[config.mk]
export PLATFORM = sky130hd
export DESIGN_NAME = instruction_loader
export DESIGN_NICKNAME = d
export VERILOG_FILES = /design/src/rtl/instruction_loader.sv
export SDC_FILE = /design/constraint.sdc
export NUM_CORES = 1
export LEC_CHECK = 0
export ABC_AREA = 1
export BUFFER_PORTS_ARGS = -buffer_cell sky130_fd_sc_hd__buf_2
export CORE_ASPECT_RATIO = 1.1
export CORE_MARGIN = 2
export CORE_UTILIZATION = 30
export DETAILED_ROUTE_END_ITERATION = 16
export GPL_TIMING_DRIVEN = 0
export PLACE_DENSITY = 0.49
export SLEW_MARGIN = 20
export SYNTH_ARGS = -nofsm -noshare
export SYNTH_HDL_FRONTEND = slang
export SYNTH_SLANG_ARGS = --single-unit
export TNS_END_PERCENT = 20
[constraint.sdc]
create_clock -name Clk -period 3.8 [get_ports Clk]
set_input_delay 0.38 -clock Clk [delete_from_list [all_inputs] [get_ports Clk]]
set_output_delay 0.38 -clock Clk [all_outputs]
set_load 0.1 [all_outputs]
[src/rtl/instruction_loader.sv]
// instruction_loader: boot-time writer for the instruction memory.
// Parses a byte stream (length header, big-endian 32-bit words, checksum byte)
// and writes each assembled word to sequential word addresses starting at 0.
// The processor is kept in reset until a complete, checksum-valid image is in.
module instruction_loader #(
   parameter int ADDR_WIDTH = 10,
   parameter int MAX_WORDS  = 1024
) (
   input  logic                  Clk,
   input  logic                  Reset,
   input  logic                  Start,
   input  logic [7:0]            ByteIn,
   input  logic                  ByteValid,
   output logic                  ByteReady,
   output logic                  MemWrite,
   output logic [ADDR_WIDTH-1:0] MemAddress,
   output logic [31:0]           MemWriteData,
   output logic                  CpuHold,
   output logic                  Done,
   output logic                  Error,
   output logic [15:0]           WordCount
);

   // Header limit widened once so every length comparison is plain unsigned.
   localparam logic [31:0] MaxWords = 32'(MAX_WORDS);

   typedef enum logic [2:0] {
      stIdle,
      stLenHi,
      stLenLo,
      stData,
      stWrite,
      stChk,
      stDone,
      stError
   } loaderState_t;

   loaderState_t state;
   loaderState_t nextState;

   logic [7:0]          lenHi;      // first header byte, held until LEN_LO
   logic [31:0]         wordShift;  // word being assembled, MSB first
   logic [7:0]          sum;        // running mod-256 sum of data bytes
   logic [ADDR_WIDTH:0] wordIndex;  // one extra bit so N = 2^ADDR_WIDTH fits
   logic [1:0]          byteCount;  // byte position inside the current word
   logic [15:0]         wordCountQ;

   logic                byteAccept;
   logic                restart;
   logic [15:0]         headerLen;
   logic [ADDR_WIDTH:0] nextIndex;

   assign byteAccept = ByteValid & ByteReady;
   assign headerLen  = {lenHi, ByteIn};
   assign nextIndex  = wordIndex + 1'b1;

   // Start only matters in the resting states; anywhere else it is ignored.
   assign restart = Start & ((state == stIdle) | (state == stDone) | (state == stError));

   // State register; reset aborts any load in progress on the same edge.
   always_ff @(posedge Clk) begin
      if (!Reset) begin
         state <= stIdle;
      end else begin
         state <= nextState;
      end
   end

   // Next-state decode from the current state and the accepted byte.
   always_comb begin
      // NOTE: every variable gets a default first so no path leaves it unassigned and no latch is inferred.
      nextState = state;
      unique case (state)
         stIdle: begin
            if (Start) nextState = stLenHi;
         end
         stLenHi: begin
            if (byteAccept) nextState = stLenLo;
         end
         stLenLo: begin
            if (byteAccept) begin
               if (32'(headerLen) > MaxWords) begin
                  nextState = stError;
               end else if (headerLen == 16'd0) begin
                  nextState = stChk;
               end else begin
                  nextState = stData;
               end
            end
         end
         stData: begin
            if (byteAccept && (byteCount == 2'd3)) nextState = stWrite;
         end
         stWrite: begin
            // The write cycle never accepts a byte, so the decision is purely on the index.
            if (32'(nextIndex) == 32'(wordCountQ)) begin
               nextState = stChk;
            end else begin
               nextState = stData;
            end
         end
         stChk: begin
            if (byteAccept) begin
               if (ByteIn == sum) begin
                  nextState = stDone;
               end else begin
                  nextState = stError;
               end
            end
         end
         stDone: begin
            if (Start) nextState = stLenHi;
         end
         stError: begin
            if (Start) nextState = stLenHi;
         end
         default: nextState = stIdle;
      endcase
   end

   // Outputs decoded from registered state only: no input-to-output path.
   always_comb begin
      ByteReady = 1'b0;
      MemWrite  = 1'b0;
      Done      = 1'b0;
      Error     = 1'b0;
      CpuHold   = 1'b1;
      unique case (state)
         stLenHi, stLenLo, stData, stChk: ByteReady = 1'b1;
         stWrite:                         MemWrite  = 1'b1;
         stDone: begin
            Done    = 1'b1;
            CpuHold = 1'b0;
         end
         stError:                         Error     = 1'b1;
         default: ;
      endcase
   end

   // Datapath: header capture, word assembly, checksum and write index.
   always_ff @(posedge Clk) begin
      if (!Reset) begin
         // NOTE: sequential state uses non-blocking assignments so every register sees pre-edge values.
         lenHi      <= 8'd0;
         wordShift  <= 32'd0;
         sum        <= 8'd0;
         wordIndex  <= '0;
         byteCount  <= 2'd0;
         wordCountQ <= 16'd0;
      end else begin
         if (restart) begin
            wordIndex <= '0;
            sum       <= 8'd0;
            byteCount <= 2'd0;
         end
         unique case (state)
            stLenHi: begin
               if (byteAccept) lenHi <= ByteIn;
            end
            stLenLo: begin
               if (byteAccept) wordCountQ <= headerLen;
            end
            stData: begin
               if (byteAccept) begin
                  wordShift <= {wordShift[23:0], ByteIn};
                  sum       <= sum + ByteIn;
                  byteCount <= byteCount + 2'd1;
               end
            end
            stWrite: begin
               wordIndex <= nextIndex;
            end
            default: ;
         endcase
      end
   end

   assign MemAddress   = wordIndex[ADDR_WIDTH-1:0];
   assign MemWriteData = wordShift;
   assign WordCount    = wordCountQ;

endmodule

== Word-level counts from Yosys, hierarchy flattened ==
Index checks and enable logic that the tools add are counted.

* Equal/unequal tests: 15
* Magnitude comparators: 1
* Reductions and logical operators: 10
* Multiplexer cells: 23
* Bitwise logic cells: 4
* Add/subtract/negate cells: 3

{| class="wikitable"
|+ Operators by type and width
! cell !! number
|-
| 3-bit two-way mux || 8
|-
| 8-bit two-way mux || 3
|-
| 11-bit two-way mux || 2
|-
| 3-bit case mux with 6 select lines || 1
|-
| 11-bit by 16-bit == test with 1-bit output || 1
|-
| 16-bit by 11-bit greater-than comparator with 1-bit output (second input constant) || 1
|-
| 16-bit zero test || 1
|-
| 3-bit == test (second input constant) || 4
|-
| 11-bit by 1-bit adder with 11-bit output (second input constant) || 1
|-
| 8-bit adder || 1
|-
| 8-bit == test || 1
|-
| 2-bit != test (second input constant) || 4
|-
| 3-bit by 2-bit == test with 1-bit output (second input constant) || 2
|-
| 1-bit two-way mux || 6
|-
| 2-bit two-way mux || 3
|-
| 2-bit AND reduction || 3
|-
| 5-bit AND reduction || 1
|-
| 4-bit OR reduction || 1
|-
| 3-bit by 1-bit == test with 1-bit output (second input constant) || 1
|-
| 3-bit zero test || 1
|-
| 3-bit OR reduction || 1
|-
| 2-bit by 1-bit adder with 2-bit output (second input constant) || 1
|-
| 1-bit AND || 2
|-
| 2-bit == test (second input constant) || 1
|-
| 4 further kinds || 5
|}

* Output and inout port bits: 63
* Logic and storage cells: 63
* Bits of input ports: 12
* Register bits: 80

== Logic depth before layout (Yosys ltp) ==
Gate-level depths: netlist (run 1).

* Depth after elaboration: 7
* Gate-level depth with buffers: 13
* Mapped depth without buffers: 13

== Worst setup path before layout (run 1) ==
OpenSTA, ideal clock, no wires.

* Path type: register -> output
* Start: register state[1]
* End: output CpuHold
* Arrival: 2694 ps
* Required time: 3420 ps
* Stages on the path, launching flop included: 4
* Path slack: 726 ps
* Path buffers: 0
* Cell sequence: dfxtp_1 -> nand2_1 -> nor2_1 -> inv_1

* Word-level cells in the longest chain between the ends: 2

{| class="wikitable"
|+ RTL lines
! item !! RTL line !! source
|-
| start, declared || 38 || <nowiki>loaderState_t state;</nowiki>
|-
| start signal, assigned || 63 || <nowiki>state <= stIdle;</nowiki>
|-
| start signal, assigned || 65 || <nowiki>state <= nextState;</nowiki>
|-
| 3-bit == test || 128 || <nowiki>unique case (state)</nowiki>
|-
| 1-bit two-way mux || 128 ||
|-
| end, declared || 18 || <nowiki>output logic CpuHold,</nowiki>
|}

Every way passes these cells.

== Worst setup path in the final report (run 1) ==
* Start: register state[2]
* End: output MemWrite

* Word-level cells in the longest chain between the ends: 2

{| class="wikitable"
|+ RTL lines
! item !! RTL line !! source
|-
| 3-bit == test || 128 ||
|-
| 1-bit two-way mux || 128 ||
|-
| end, declared || 15 || <nowiki>output logic MemWrite,</nowiki>
|}

Every way passes these cells.

==> metrics.txt, run 1 <==
endpoints failing hold 0; Core ar. 12540 um2; Yosys cell types 30; ANT nets after route 0; reg-to-reg setup timing slack 1.79 ns; slew at the pin with the worst max-slew slack 0.6075 ns; gpl congestion around 0.92; normalized max-slew margin 59.50%; status complete, no violations; Max Cap Viol 0; clk_lat worst skew 0.34 ns; clk buf depth 2; Mean Syn Cell Area 6.927 um2; synth-to-layout area growth 22.76%; Post-Syn Instances 554; Reg2Reg Depth 12; PwrDens 631.3 nW/um2; Vias between 3000 and 4000; Slowest-stage cell, CP buf_2; Post-CTS Setup Bufs 0; Arr. time, crit path ~2.0 ns; crit path max fanout 10; FP Rows 43; Residual DRC 0; drt initial violations 236; slowest stage delay, CP 0.45 ns; clock sinks 80; final net count 661; setup_tns 0 ns; drt total wl 11.15 mm; Hold Crit Class input pin to flip-flop; GR Util All Layers 16.77%; Worst Hold Launch Reset; Worst-path clk slew 0.06 ns; Register Area 1602 um2; ant diodes 0; die area 13710 um2; largest net degree at the start of global routing 15; clk root buf clkbuf_16; Chip Height 122.6 um; final setup violation count 0; Synth Register Bits 80; Tot Pwr 0.002974 W; synth warn 0; Worst R2R Start sum[0]$_SDFF_PN0_; Synth Net Count 576; I/O Buffers 74; peak supply drop 0.3749 mV; critical path class flip-flop to primary output; RSZ-0062 raised after global routing false; Layout fillers 1370; share of layout cells above drive strength 1 17.86%; Tcrit/Tclk final 63.64%; minimum clock period approximately 2.4 ns; Slew Limit Fails 0; crit start category flip-flop; Num CTS Buffers 9; clock skew 0.007181 ns; grt ovf 0; Post-CTS Hold Fix Bufs 0; routed vias/inst 4.730; post_cts resized 0; Critical Path End Type primary output; Endpoint, Worst Hold lenHi[1]$_SDFFE_PN0P_; I/O Pins 75; P_leak 2.055 nW; CTS tree yes; vias in the first global route 3615; Final HPWL DP between 8 and 9 mm; worst-path cell chain inv_1, nor2_1, inv_1, nor2_1, buf_4, buf_2; Starting Density a little under a third; cell depth of the worst hold path 3; Multi-input gate area 1883 um2; WP buf/inv 4; Top delay family on crit path buffers and inverters; reg-to-reg endpoint sum[6]$_SDFF_PN0_; first-pass GRT wire length ~18 mm; chip width 111.8 um; Critical Path RT 3.42 ns; H-tree level count 3; FMAX 413.5 MHz; antenna violations before repair 0; wire per inst 13.92 um; Seq/Total Area, Yosys 41.73%; drt first pass iters 4; Mapped Area 3837 um2
[cell families (layout without fill, tap and decap cells)]
kind of cell	Yosys count	count (layout)	synth area share, %
AND/OR/NAND/NOR	258	258	27.75
buffers and inverters	79	169	9.194
flip-flops	80	80	41.73
XOR/XNOR	5	5	1.141
AO/OA/AOI/OAI	122	122	16.73
adder cells (fa/ha/maj)	10	10	3.456
[synthesized netlist by cell type (all sizes together)]
cell | instances | share of area [%]
dfxtp | 80 | 42
o21ai | 36 | 4.7
nand3b | 2 | 0.39
nor2 | 62 | 6.6
nand2 | 152 | 15
inv | 45 | 4.4
and2 | 1 | 0.16
nand4 | 5 | 0.82
clkbuf | 12 | 1.2
clkinv | 2 | 0.20
a31o | 1 | 0.23
xor2 | 4 | 0.91
nand3 | 33 | 4.4
buf | 20 | 3.4
fa | 1 | 0.52
a21oi | 75 | 9.8
ha | 9 | 2.9
o31a | 1 | 0.23
xnor2 | 1 | 0.23
a32oi | 1 | 0.23
o21bai | 3 | 0.59
a211oi | 5 | 0.98
nor4 | 3 | 0.49
[power breakdown]
| part | leakage (nW) | internal, W | switching [W] | total [W] |
|---|---|---|---|---|
| Sequential | 0.647 | 0.000925 | 0.0000734 | 0.000999 |
| Clock | 0.146 | 0.000532 | 0.000363 | 0.000895 |
| Combinational | 1.26 | 0.000231 | 0.000849 | 0.00108 |
[routing by layer]
layer / track usage (%) / up-vias / wire (um)
li1: - / 1961 / -
met1: 20.35 / 1728 / 4984
met2: 28.94 / 85 / 5384
met3: 3.753 / 15 / 570
met4: 6.790 / 0 / 207
met5: 0 / - / 0
[worst max-delay path by stage]
stage | from | endpoint | slack [ns] | cells past startpoint
finish | state[2]$_SDFFE_PN0P_ | MemWrite | 1.38 | 6
global route | state[2]$_SDFFE_PN0P_ | MemWrite | 1.22 | 6
floorplan | state[1]$_SDFFE_PN0P_ | CpuHold | 0.73 | 3
detailed placement | ByteIn[0] | sum[6]$_SDFF_PN0_ | 1.59 | 13
CTS | state[2]$_SDFFE_PN0P_ | MemWrite | 1.36 | 6
global placement | ByteIn[0] | sum[6]$_SDFF_PN0_ | 1.56 | 13
[layout by cell type (no fill, tap or decap), types with 2 or more instances in the layout]
cell and instances:
buf_2 80, clkinv_4 2, nand3_1 32, clkbuf_16 9, dfxtp_1 80, nand3b_1 2, nor4_1 3, nand4_1 5
clkinv_1 2, nor2_2 2, a21oi_1 75, a211oi_1 5, o21bai_1 3, ha_1 9, nor2_1 58, nand2_1 152
nor2_4 2, xor2_1 4, buf_4 13, clkbuf_1 13, o21ai_0 35, inv_1 44
[registers in the layout, summed over array words and instances, names as in the netlist]
name,cells
state,3
MemWriteData,32
lenHi,8
sum,8
WordCount,16
wordIndex,11
byteCount,2
[worst register-to-register path, stage by stage (launching register included)]
cell and delay, ns:
dfxtp_1 0.33, ha_1 0.16, inv_1 0.06, fa_1 0.41, inv_1 0.07, a21oi_1 0.07
o21ai_0 0.28, nand2_1 0.09, nand2_1 0.07, a21oi_1 0.07, and2_1 0.14, o21ai_1 0.12
inv_1 0.04
[cell type report]
class	count	area share, %
clock buffer	11	5.153
clock inverter	5	1.355
timing repair buffer	74	7.862
sequential	80	34.00
multi-input combinational	395	39.97
tap	157	4.170
inverter	47	3.745
buffer	32	3.745
[per-stage QoR]
| stage | instances | area, um2 | setup slack, ns | utilization [%] | hold WS, ns |
|---|---|---|---|---|---|
| after floorplan | 554 | 3837 | 0.7258 | - | 0.4411 |
| after global placement | 785 | 4404 | 1.560 | 35.13 | 0.4526 |
| after detailed placement | 785 | 4404 | 1.589 | 35.13 | 0.4596 |
| after CTS | 801 | 4711 | 1.357 | 37.58 | 0.3101 |
| after global routing | 801 | 4711 | 1.223 | 37.58 | 0.3403 |
| final | 801 | 4711 | 1.382 | 37.58 | 0.3259 |
Note: power is estimated with default switching activity, not from simulation.
==> inputs of run 2 (changes only) <==
--- a/config.mk
+++ b/config.mk
@@ -12,7 +12,7 @@
 export CORE_UTILIZATION = 30
 export DETAILED_ROUTE_END_ITERATION = 16
 export GPL_TIMING_DRIVEN = 0
-export PLACE_DENSITY = 0.49
+export PLACE_DENSITY = 0.5
 export SLEW_MARGIN = 20
 export SYNTH_ARGS = -nofsm -noshare
 export SYNTH_HDL_FRONTEND = slang
==> constraint.sdc (replaced) <==
create_clock -name Clk -period 2.1 [get_ports Clk]
set_input_delay 0.21 -clock Clk [delete_from_list [all_inputs] [get_ports Clk]]
set_output_delay 0.21 -clock Clk [all_outputs]
set_load 0.1 [all_outputs]
==> run 2 against run 1 <==
Effect of this change:
- sequential power grew 81%
- wire length shrank 1.3%
- final cell count down 0.12%
- cell area up 0.56%
- worst setup slack got worse by 1.3 ns
- register-to-register slack worse by 1.6 ns
- combinational power rose by 81%
- via count up 0.55%
- clock skew fell by 0.0019 ns
- utilization is 0.21 points higher
- sequential share of layout area shrank 0.19 points
- worst hold slack got worse by 0.17 ns
- largest power group unchanged
==> metrics.txt, run 2 (synthesis gave the netlist of run 1 again) <==
commonest cells after routing, fill and taps aside nand2_1, dfxtp_1, buf_2; Worst-path clk slew 0.06 ns; status complete, no violations; share of layout cells above drive strength 1 18.20%; slowest stage delay, CP 0.36 ns; critical path class flip-flop to primary output; RSZ-0062 raised after global routing false; vias in the first global route around 3500; Critical Path RT 1.89 ns; Post-CTS Hold Fix Bufs 0; PwrDens 1154 nW/um2; wire per inst 13.75 um; Arr. time, crit path 1.81 ns; crit start category flip-flop; Final HPWL DP between 8 and 9 mm; Chip Height ~120 um; Tcrit/Tclk final 96.36%; P_leak 2.055 nW; final core area utilization 37.79%; ant diodes 0; Slowest-stage cell, CP dfxtp_1; Layout fillers around 1400; minimum clock period 2.024 ns; Max Cap Viol 0; Critical Path End Type primary output; synth-to-layout area growth 23.44%; clk root buf clkbuf_16; Starting Density 30.61%; FP Rows between 40 and 50; WHS ~0.15 ns; largest net degree at the start of global routing 15; Core ar. 12540 um2; CTS tree yes; most common cell after layout, fill and taps aside nand2_1; antenna violations before repair 0; clk buf depth 2; WP buf/inv 4; clock sinks 80; I/O Pins 75; Top delay family on crit path buffers and inverters; ANT nets after route 0; drt total wl 11.00 mm; endpoints failing hold 0; Slew Limit Fails 0; chip width roughly 110 um; final net count 661; setup_tns 0 ns; clk_lat worst skew 0.35 ns; placed cells 785; Num CTS Buffers 9; Residual DRC 0; final setup violation count 0; FMAX around 490 MHz; drt initial violations 168; crit path max fanout 10; slew at the pin with the worst max-slew slack 0.6022 ns; gpl congestion 0.9104; Tot Pwr 0.005465 W; first-pass GRT wire length 17.37 mm; drt first pass iters 5; GR Util All Layers about 16%; I/O Buffers 74; clock skew 0.005294 ns; Vias around 3800; grt ovf 0; Non-Filler Instances 800; max FFs per register 32; worst-path cell chain inv_1, nor2_1, inv_1, nor2_2, buf_4, buf_4; normalized max-slew margin 59.85%; Hold Crit Class input pin to flip-flop; die area 13710 um2; H-tree level count 3; peak supply drop 0.5146 mV; routed vias/inst 4.763; Post-CTS Setup Bufs 0
==> run 2: cell types whose count changed in the layout (fill, tap and decap cells not counted), sizes merged <==
cell      before  now
buf           94   93
bufinv         1    2
clkinv         4    3
clkbuf        23   22
clkinvlp       1    2
==> run 2: final cells by class <==
class / instances / area (um2) / share of cell area, %
plain buffers: 32 / 178.9 / 3.777
well taps: 157 / 196.4 / 4.147
flip-flops and latches: 80 / 1602 / 33.81
clock inverters: 6 / 92.59 / 1.955
repair buffers: 74 / 372.9 / 7.871
clock buffers: 9 / 225.2 / 4.754
multi-input cells: 395 / 1893 / 39.96
inverters: 47 / 176.4 / 3.724
==> run 2: repair_timing <==
action	CTS	global route
resized for setup	2	2
setup endpoints to repair	1	2
cloned	0	0
hold endpoints to repair	0	0
==> run 2: path summary, 6_finish.rpt <==
| path | from | to | slack (ns) | depth (start not counted) |
|---|---|---|---|---|
| max reg2reg | wordIndex[1]$_SDFFE_PN0P_ | state[2]$_SDFFE_PN0P_ | 0.20 | 12 |
| min | Reset | lenHi[1]$_SDFFE_PN0P_ | 0.15 | 3 |
| min reg2reg | MemWriteData[30]$_SDFFE_PN0P_ | MemWriteData[30]$_SDFFE_PN0P_ | 0.46 | 2 |
| max | state[2]$_SDFFE_PN0P_ | MemWrite | 0.08 | 6 |
==> run 2: routing by layer <==
metal / part of all wire (%) / up-vias / track usage [%] / wire (um)
met5: 0 / - / 0 / 0
met4: 2.3 / 0 / 7.099 / 257
met3: 4.9 / 18 / 3.802 / 544
met2: 47 / 98 / 28.33 / 5194
met1: 45 / 1727 / 19.06 / 5003
li1: - / 1967 / - / -
==> run 2: metrics by stage <==
stage	area, um2	setup WS, ns
after floorplan	3845	0.02173
after global placement	4412	0.04614
after detailed placement	4412	0.05859
after CTS	4735	0.06469
after global routing	4737	0.006083
final	4737	0.07645
==> run 2: worst min-delay path, stage by stage <==
cell	delay, ns
buf_2	0.12
o21ai_0	0.07
a21oi_1	0.04
==> run 2: where the power goes <==
group,leakage [nW],total (W),internal [W],switching (W)
logic,1.26,0.00196,0.000424,0.00154
registers,0.647,0.00181,0.00167,0.000140
clock network,0.148,0.00169,0.00104,0.000649
